===== src/rtl/tlp_xcvr_pkg.sv =====
// Shared types for the C2F chunk consumer: pointer/offset typedefs, checksum
// mode and consumer FSM state encodings.
package tlp_xcvr_pkg;

  localparam int C2F_PTR_WIDTH    = 2;
  localparam int C2F_OFFSET_WIDTH = 4;

  typedef logic [C2F_PTR_WIDTH-1:0]    C2FChunkPtr;
  typedef logic [C2F_OFFSET_WIDTH-1:0] C2FChunkOffset;
  typedef logic [31:0]                 uint32;
  typedef logic [63:0]                 uint64;

  typedef enum logic {
    CK_ADD = 1'b0,
    CK_XOR = 1'b1
  } CkMode;

  typedef enum logic [2:0] {
    S_IDLE  = 3'd0,
    S_READ  = 3'd1,
    S_DRAIN = 3'd2,
    S_WAIT  = 3'd3,
    S_ACK   = 3'd4
  } ConsumerState;

  // A chunk can never be acknowledged before its last word has landed.
  function automatic uint32 dwellCycles(input uint32 countInit, input uint32 minCycles);
    return (countInit > minCycles) ? countInit : minCycles;
  endfunction

endpackage


===== src/rtl/c2f_ck_accum.sv =====
// Checksum accumulator: read-valid tag pipeline, ADD/XOR mode mux and the
// checksum register with clear taking priority over accumulation.
module c2f_ck_accum
  import tlp_xcvr_pkg::*;
#(
  parameter int DATA_WIDTH = 64,
  parameter int RD_LATENCY = 1
) (
  input  logic                  sysClk_in,
  input  logic                  sysRst_in,
  input  logic                  issue_in,
  input  CkMode                 mode_in,
  input  logic                  clear_in,
  input  logic [DATA_WIDTH-1:0] data_in,
  output logic [DATA_WIDTH-1:0] ck_out,
  output logic                  lastWord_out
);

  // Only the oldest tag set means the final in-flight word is landing now.
  localparam logic [RD_LATENCY-1:0] OLDEST_ONLY = RD_LATENCY'(1) << (RD_LATENCY - 1);

  logic [RD_LATENCY-1:0] tagQ;
  logic [RD_LATENCY-1:0] tagNext;
  logic [DATA_WIDTH-1:0] ckQ;
  logic [DATA_WIDTH-1:0] ckNext;
  logic                  accumEn;

  assign accumEn      = tagQ[RD_LATENCY-1];
  assign lastWord_out = (tagQ == OLDEST_ONLY);
  assign ck_out       = ckQ;

  always_comb begin
    tagNext    = tagQ << 1;
    tagNext[0] = issue_in;
  end

  always_comb begin
    ckNext = ckQ;
    if (clear_in) begin
      ckNext = '0;
    end else if (accumEn) begin
      if (mode_in == CK_XOR) ckNext = ckQ ^ data_in;
      else                   ckNext = ckQ + data_in;
    end
  end

  always_ff @(posedge sysClk_in) begin
    if (sysRst_in) begin
      tagQ <= '0;
      ckQ  <= '0;
    end else begin
      tagQ <= tagNext;
      ckQ  <= ckNext;
    end
  end

endmodule


===== src/rtl/c2f_chunk_consumer.sv =====
// C2F chunk consumer: drains one chunk per ring slot, checksums it, holds it
// for a dwell time and acks it. Optional stats ports under C2F_CONSUMER_STATS_EN.
module c2f_chunk_consumer
  import tlp_xcvr_pkg::*;
#(
  parameter int PTR_WIDTH    = 2,
  parameter int OFFSET_WIDTH = 4,
  parameter int DATA_WIDTH   = 64,
  parameter int RD_LATENCY   = 1
) (
  input  logic                    sysClk_in,
  input  logic                    sysRst_in,
  input  logic [PTR_WIDTH-1:0]    wrPtr_in,
  input  logic [PTR_WIDTH-1:0]    rdPtr_in,
  output logic                    dtAck_out,
  output logic [OFFSET_WIDTH-1:0] rdOffset_out,
  input  logic [DATA_WIDTH-1:0]   rdData_in,
  input  logic                    mode_in,
  output logic [DATA_WIDTH-1:0]   csData_out,
  output logic                    csValid_out,
  input  logic                    csReset_in,
  input  logic [31:0]             countInit_in,
  output logic                    busy_out,
  output ConsumerState            dbgState_out
`ifdef C2F_CONSUMER_STATS_EN
  ,
  output logic [31:0]             chunkCount_out,
  output logic [31:0]             stallCount_out
`endif
);

  localparam int                    N           = 1 << OFFSET_WIDTH;
  localparam logic [OFFSET_WIDTH-1:0] LAST_OFFSET = OFFSET_WIDTH'(N - 1);
  localparam uint32                 MIN_DWELL   = 32'(N + RD_LATENCY);

  ConsumerState             stateQ;
  ConsumerState             stateNext;
  logic [OFFSET_WIDTH-1:0]  offsetQ;
  logic [OFFSET_WIDTH-1:0]  offsetNext;
  uint32                    remainQ;
  uint32                    remainNext;
  CkMode                    modeQ;
  logic                     holdoffQ;
  logic                     start;
  logic                     issue;
  logic                     lastWord;

  // Handshake: dtAck_out pulses once per consumed chunk; the ring logic answers
  // by advancing rdPtr_in, and the one-cycle holdoff after ACK gives it time.
  assign start = (stateQ == S_IDLE) && (countInit_in != 32'd0) &&
                 (wrPtr_in != rdPtr_in) && !holdoffQ;
  assign issue = start || (stateQ == S_READ);

  assign csValid_out  = (wrPtr_in == rdPtr_in) && (stateQ == S_IDLE);
  assign busy_out     = (stateQ != S_IDLE);
  assign dbgState_out = stateQ;

  // remainQ counts down to the ack cycle; it equals D - j in cycle T0 + j.
  always_comb begin
    stateNext    = stateQ;
    offsetNext   = offsetQ;
    remainNext   = remainQ;
    dtAck_out    = 1'b0;
    rdOffset_out = offsetQ;
    case (stateQ)
      S_IDLE: begin
        if (start) begin
          rdOffset_out = '0;
          offsetNext   = OFFSET_WIDTH'(1);
          remainNext   = dwellCycles(countInit_in, MIN_DWELL) - 32'd1;
          stateNext    = S_READ;
        end
      end
      S_READ: begin
        remainNext = remainQ - 32'd1;
        if (offsetQ == LAST_OFFSET) stateNext  = S_DRAIN;
        else                        offsetNext = offsetQ + OFFSET_WIDTH'(1);
      end
      S_DRAIN: begin
        remainNext = remainQ - 32'd1;
        if (lastWord) stateNext = (remainQ == 32'd1) ? S_ACK : S_WAIT;
      end
      S_WAIT: begin
        remainNext = remainQ - 32'd1;
        if (remainQ == 32'd1) stateNext = S_ACK;
      end
      S_ACK: begin
        dtAck_out = 1'b1;
        stateNext = S_IDLE;
      end
      default: stateNext = S_IDLE;
    endcase
  end

  always_ff @(posedge sysClk_in) begin
    if (sysRst_in) begin
      stateQ   <= S_IDLE;
      offsetQ  <= '0;
      remainQ  <= '0;
      modeQ    <= CK_ADD;
      holdoffQ <= 1'b0;
    end else begin
      stateQ   <= stateNext;
      offsetQ  <= offsetNext;
      remainQ  <= remainNext;
      holdoffQ <= (stateQ == S_ACK);
      if (start) modeQ <= CkMode'(mode_in);
    end
  end

  c2f_ck_accum #(
    .DATA_WIDTH (DATA_WIDTH),
    .RD_LATENCY (RD_LATENCY)
  ) u_accum (
    .sysClk_in    (sysClk_in),
    .sysRst_in    (sysRst_in),
    .issue_in     (issue),
    .mode_in      (modeQ),
    .clear_in     (csReset_in),
    .data_in      (rdData_in),
    .ck_out       (csData_out),
    .lastWord_out (lastWord)
  );

`ifdef C2F_CONSUMER_STATS_EN
  uint32 chunkCountQ;
  uint32 stallCountQ;
  logic  stalled;

  assign stalled        = (stateQ == S_IDLE) && (wrPtr_in != rdPtr_in) && (countInit_in == 32'd0);
  assign chunkCount_out = chunkCountQ;
  assign stallCount_out = stallCountQ;

  always_ff @(posedge sysClk_in) begin
    if (sysRst_in) begin
      chunkCountQ <= '0;
      stallCountQ <= '0;
    end else begin
      if (dtAck_out && (chunkCountQ != 32'hFFFF_FFFF)) chunkCountQ <= chunkCountQ + 32'd1;
      if (stalled && (stallCountQ != 32'hFFFF_FFFF))   stallCountQ <= stallCountQ + 32'd1;
    end
  end
`endif

endmodule


===== config.mk =====
export PLATFORM = sky130hd
export DESIGN_NAME = c2f_chunk_consumer
export DESIGN_NICKNAME = d
export VERILOG_FILES = /design/src/rtl/tlp_xcvr_pkg.sv /design/src/rtl/c2f_ck_accum.sv /design/src/rtl/c2f_chunk_consumer.sv
export SDC_FILE = /design/constraint.sdc
export NUM_CORES = 1
export LEC_CHECK = 0
export CORE_MARGIN = 2
export CORE_UTILIZATION = 50
export DETAILED_ROUTE_END_ITERATION = 6
export GPL_ROUTABILITY_DRIVEN = 0
export PLACE_DENSITY_LB_ADDON = 0.2
export SYNTH_ARGS = -nofsm -noshare
export SYNTH_HDL_FRONTEND = slang
export SYNTH_SLANG_ARGS = --single-unit

===== constraint.sdc =====
create_clock -name sysClk_in -period 11.35 [get_ports sysClk_in]
set_input_delay 2.27 -clock sysClk_in [delete_from_list [all_inputs] [get_ports sysClk_in]]
set_output_delay 2.27 -clock sysClk_in [all_outputs]
set_load 0.02 [all_outputs]

==> impl_results.md <==
* Status: finished clean
* Root Buffer: clkbuf_16
* Register area share after synthesis at 22.73%
* Leakage at 4.225 nW
* DR vias at 10390
* DRT Pass-1 Iters at 5
* Sw Pwr at roughly 0.00083 W
* RR Startpoint: u_accum.ck_out[0]
* RSZ-0062 raised after global routing: false
* Clock Tree Buf Depth at 2
* Mapped Cells at approximately 1300
* Post-synthesis compound-gate area fraction at about 30%
* DRC viols at 0
* Avg Inst Size Synth at between 7 and 8 µm²
* Critical path endpoint category: primary output
* Most frequent cells in the layout: clkdlybuf4s50_1, a21oi_1, nor2_1, o21ai_0, dfxtp_1
* Quantity of hold-fixing buffers added after cts at 0
* Gate power share at between 50% and 60%
* I/O pin count at between 150 and 200
* XOR/XNOR Fraction of Synth Area at slightly above 7%
* Endpoints failing hold at 0
* Crit path DAT at 5860 ps
* Finish-stage setup viols at 0
* Crit Path Class: input port to primary output
* Largest family of logic cells by synthesized area: compound AO/OA/AOI/OAI gates
* Tcrit/Tclk final at between 70% and 80%
* Post-Synth Simple-Gate Area at 26.28%
* Worst IR Drop VDD at between 0.0001 and 0.00015 V
* Sw frac at between 40 and 50%
* Multiplexer share of the synthesized area at less than 1%
* Setup Fix Bufs, Post-CTS at 0
* Final antenna-violating net count at 0
* Post-CTS Resized at 0
* Global-route wire length before repair at about 47 mm
* Setup TNS at 0 ps
* Top post-synthesis cells by area: dfxtp_1, ha_1, a21oi_1
* Post-synth top area cell: dfxtp_1
* Hold worst-path end: remainQ[21]
* Vias per cell at approximately 6.3
* Fmax at 0.1229 GHz
* Detailed placer's ending HPWL at approximately 22 mm
* Layout cells sized above 1 at between 3 and 4%
* Max_cap viols at 0
* Post-synthesis adder-cell area fraction at roughly 9.2%
* Commonest non-fill, non-tap cell in the layout: clkdlybuf4s50_1
* CTS tree: yes
* Number of global-route vias before repair at about 9500
* Worst-case clock skew at between 10 and 15 ps
* Post-Syn Area at about 9300 µm²
* Reg2Reg Depth at 12
* Final Core Density at a little over three fifths
* R2R Setup Slk at slightly below 8000 ps
* DRT iter0 DRCs at 904
* Library cells used by synthesis at 74
* Part of the power in registers at about 30%
* Min-delay src: remainQ[21]
* Net count after synthesis at ~1500
* Post-synth top area share at 22.73%
* Async S/R FF share, synth at 0%
* Overall routing resource usage at 28.53%
* Num CTS Buffers at 9
* Part of the total power dissipated in the clock network at ~18%
* IO buf count at about 180
* Worst-path clk slew at approximately 70 ps
* Crit Path Max Fanout at 24
* Internal at 0.0009690 W
* Startpoint class of the critical path: input port
* EDFF count, synth at 0
* Dpl cell area at 11150 µm²
* Total Routed Length at between 20 and 30 mm
* Post-Layout Inst Area at 11440 µm²
* Nets at roughly 1600
* Slew @ Worst Pin at between 1000 and 1500 ps
* GR Overflow Total at 0
* Pins Over Slew Limit at 0
* H-tree levels at 3
* Min Hold Slack at approximately 500 ps
* Initial antenna violation count at 1
* Synth Warn # at 0
* Die H at around 140 µm
* Std cell rows at 49
* Yosys reg bits at between 100 and 150
* Die Wd at 140.7 µm
* Initial Utilization at between 50% and 60%
* Largest net degree at the start of global routing at 68
* Slew Limit Headroom at a little over a quarter
* P&R area growth vs syn at 22.49%
* PD cells at about 160 nW/µm²
* Final Power at between 0.0015 and 0.002 W
* Clock latency on the worst-skew pair at 360 ps
* Core area at around 18000 µm²
* Worst Hold Class: flip-flop to flip-flop
* Main flop type after synthesis: dfxtp_1
* CTS sink count at 106
* Reg2reg end: u_accum.ck_out[62]
* Wire per inst at between 15 and 20 µm
* Die ar. at a little under 20000 µm²
* Min Tclk post-route at 8134 ps
* Hold Path Cell Cnt at 2
* WP data required at slightly above 9000 ps
## worst max path at each step
| stage | from | depth (start not counted) | slack [ps] | end |
|---|---|---|---|---|
| after global routing | countInit_in[6] | 8 | 2990 | rdOffset_out[2] |
| after floorplan | countInit_in[23] | 7 | 4780 | rdOffset_out[0] |
| after global placement | countInit_in[6] | 8 | 3380 | rdOffset_out[2] |
| after detailed placement | countInit_in[6] | 8 | 3250 | rdOffset_out[0] |
| after CTS | countInit_in[6] | 8 | 3230 | rdOffset_out[0] |
| final | countInit_in[6] | 8 | 3220 | rdOffset_out[2] |
## layout make-up
cell class	count	area, µm²
timing repair buffer	182	1809
multi-input combinational	1081	6797
inverter	34	127.6
clock inverter	7	61.31
tap	229	286.5
antenna	1	2.502
sequential	106	2127
clock buffer	9	225.2
fill	1694	6711
## cell usage after synthesis, drive strengths merged (15+ instances only)
| master | n |
|---|---|
| a211oi | 40 |
| a21o | 25 |
| a21oi | 142 |
| a31oi | 20 |
| and2 | 15 |
| clkbuf | 60 |
| dfxtp | 106 |
| ha | 67 |
| inv | 34 |
| nand2 | 103 |
| nand3 | 33 |
| nand4 | 32 |
| nor2 | 142 |
| nor3 | 51 |
| nor4 | 15 |
| o21ai | 106 |
| o22ai | 15 |
| or3 | 38 |
| xnor2 | 44 |
| xor2 | 31 |
## routing by layer
metal  global-route usage (%)  up-vias  routed length, µm
li1                         -     5064                  -
met1                    38.70     4812              12850
met2                    46.73      465              12950
met3                    4.212       52               2249
met4                    9.474        0                672
met5                        0        -                  0
## through the flow
stage / setup WS [ps] / cells
2_1_floorplan: 4782 / 1292
3_3_place_gp: 3375 / 1632
3_5_place_dp: 3255 / 1632
4_1_cts: 3234 / 1648
5_1_grt: 2987 / 1649
6_report: 3216 / 1649
## registers in the layout (all words and copies together) (netlist names)
name and count:
u_accum.ck_out 64, remainQ 32, offsetQ 4, dbgState_out 3, holdoffQ 1, modeQ 1
u_accum.lastWord_out 1
## logic make-up (layout without fill, tap and decap cells)
group | Yosys count | in the layout
flip-flops | 106 | 106
buffers and inverters | 105 | 232
AO/OA/AOI/OAI | 443 | 443
multiplexers | 8 | 8
other | 0 | 1
adder cells (fa/ha/maj) | 68 | 68
AND/OR/NAND/NOR | 487 | 487
XOR/XNOR | 75 | 75
## power groups by stage
stage	clock [W]	combinational, W	sequential (W)
after floorplan	0	0.000640	0.000549
after global placement	0	0.000902	0.000550
after detailed placement	0	0.000914	0.000552
after CTS	0.000325	0.000918	0.000545
after global routing	0.000339	0.00103	0.000560
final	0.000320	0.000932	0.000546
## worst max-delay path, cell delays in order
cell	delay, ps
clkdlybuf4s50_1	470
or4_1	620
nor4b_2	510
and3_1	300
nand2_1	210
o21ai_4	640
and2_1	230
clkdlybuf4s50_1	600
Note: power is estimated with default switching activity, not from simulation.
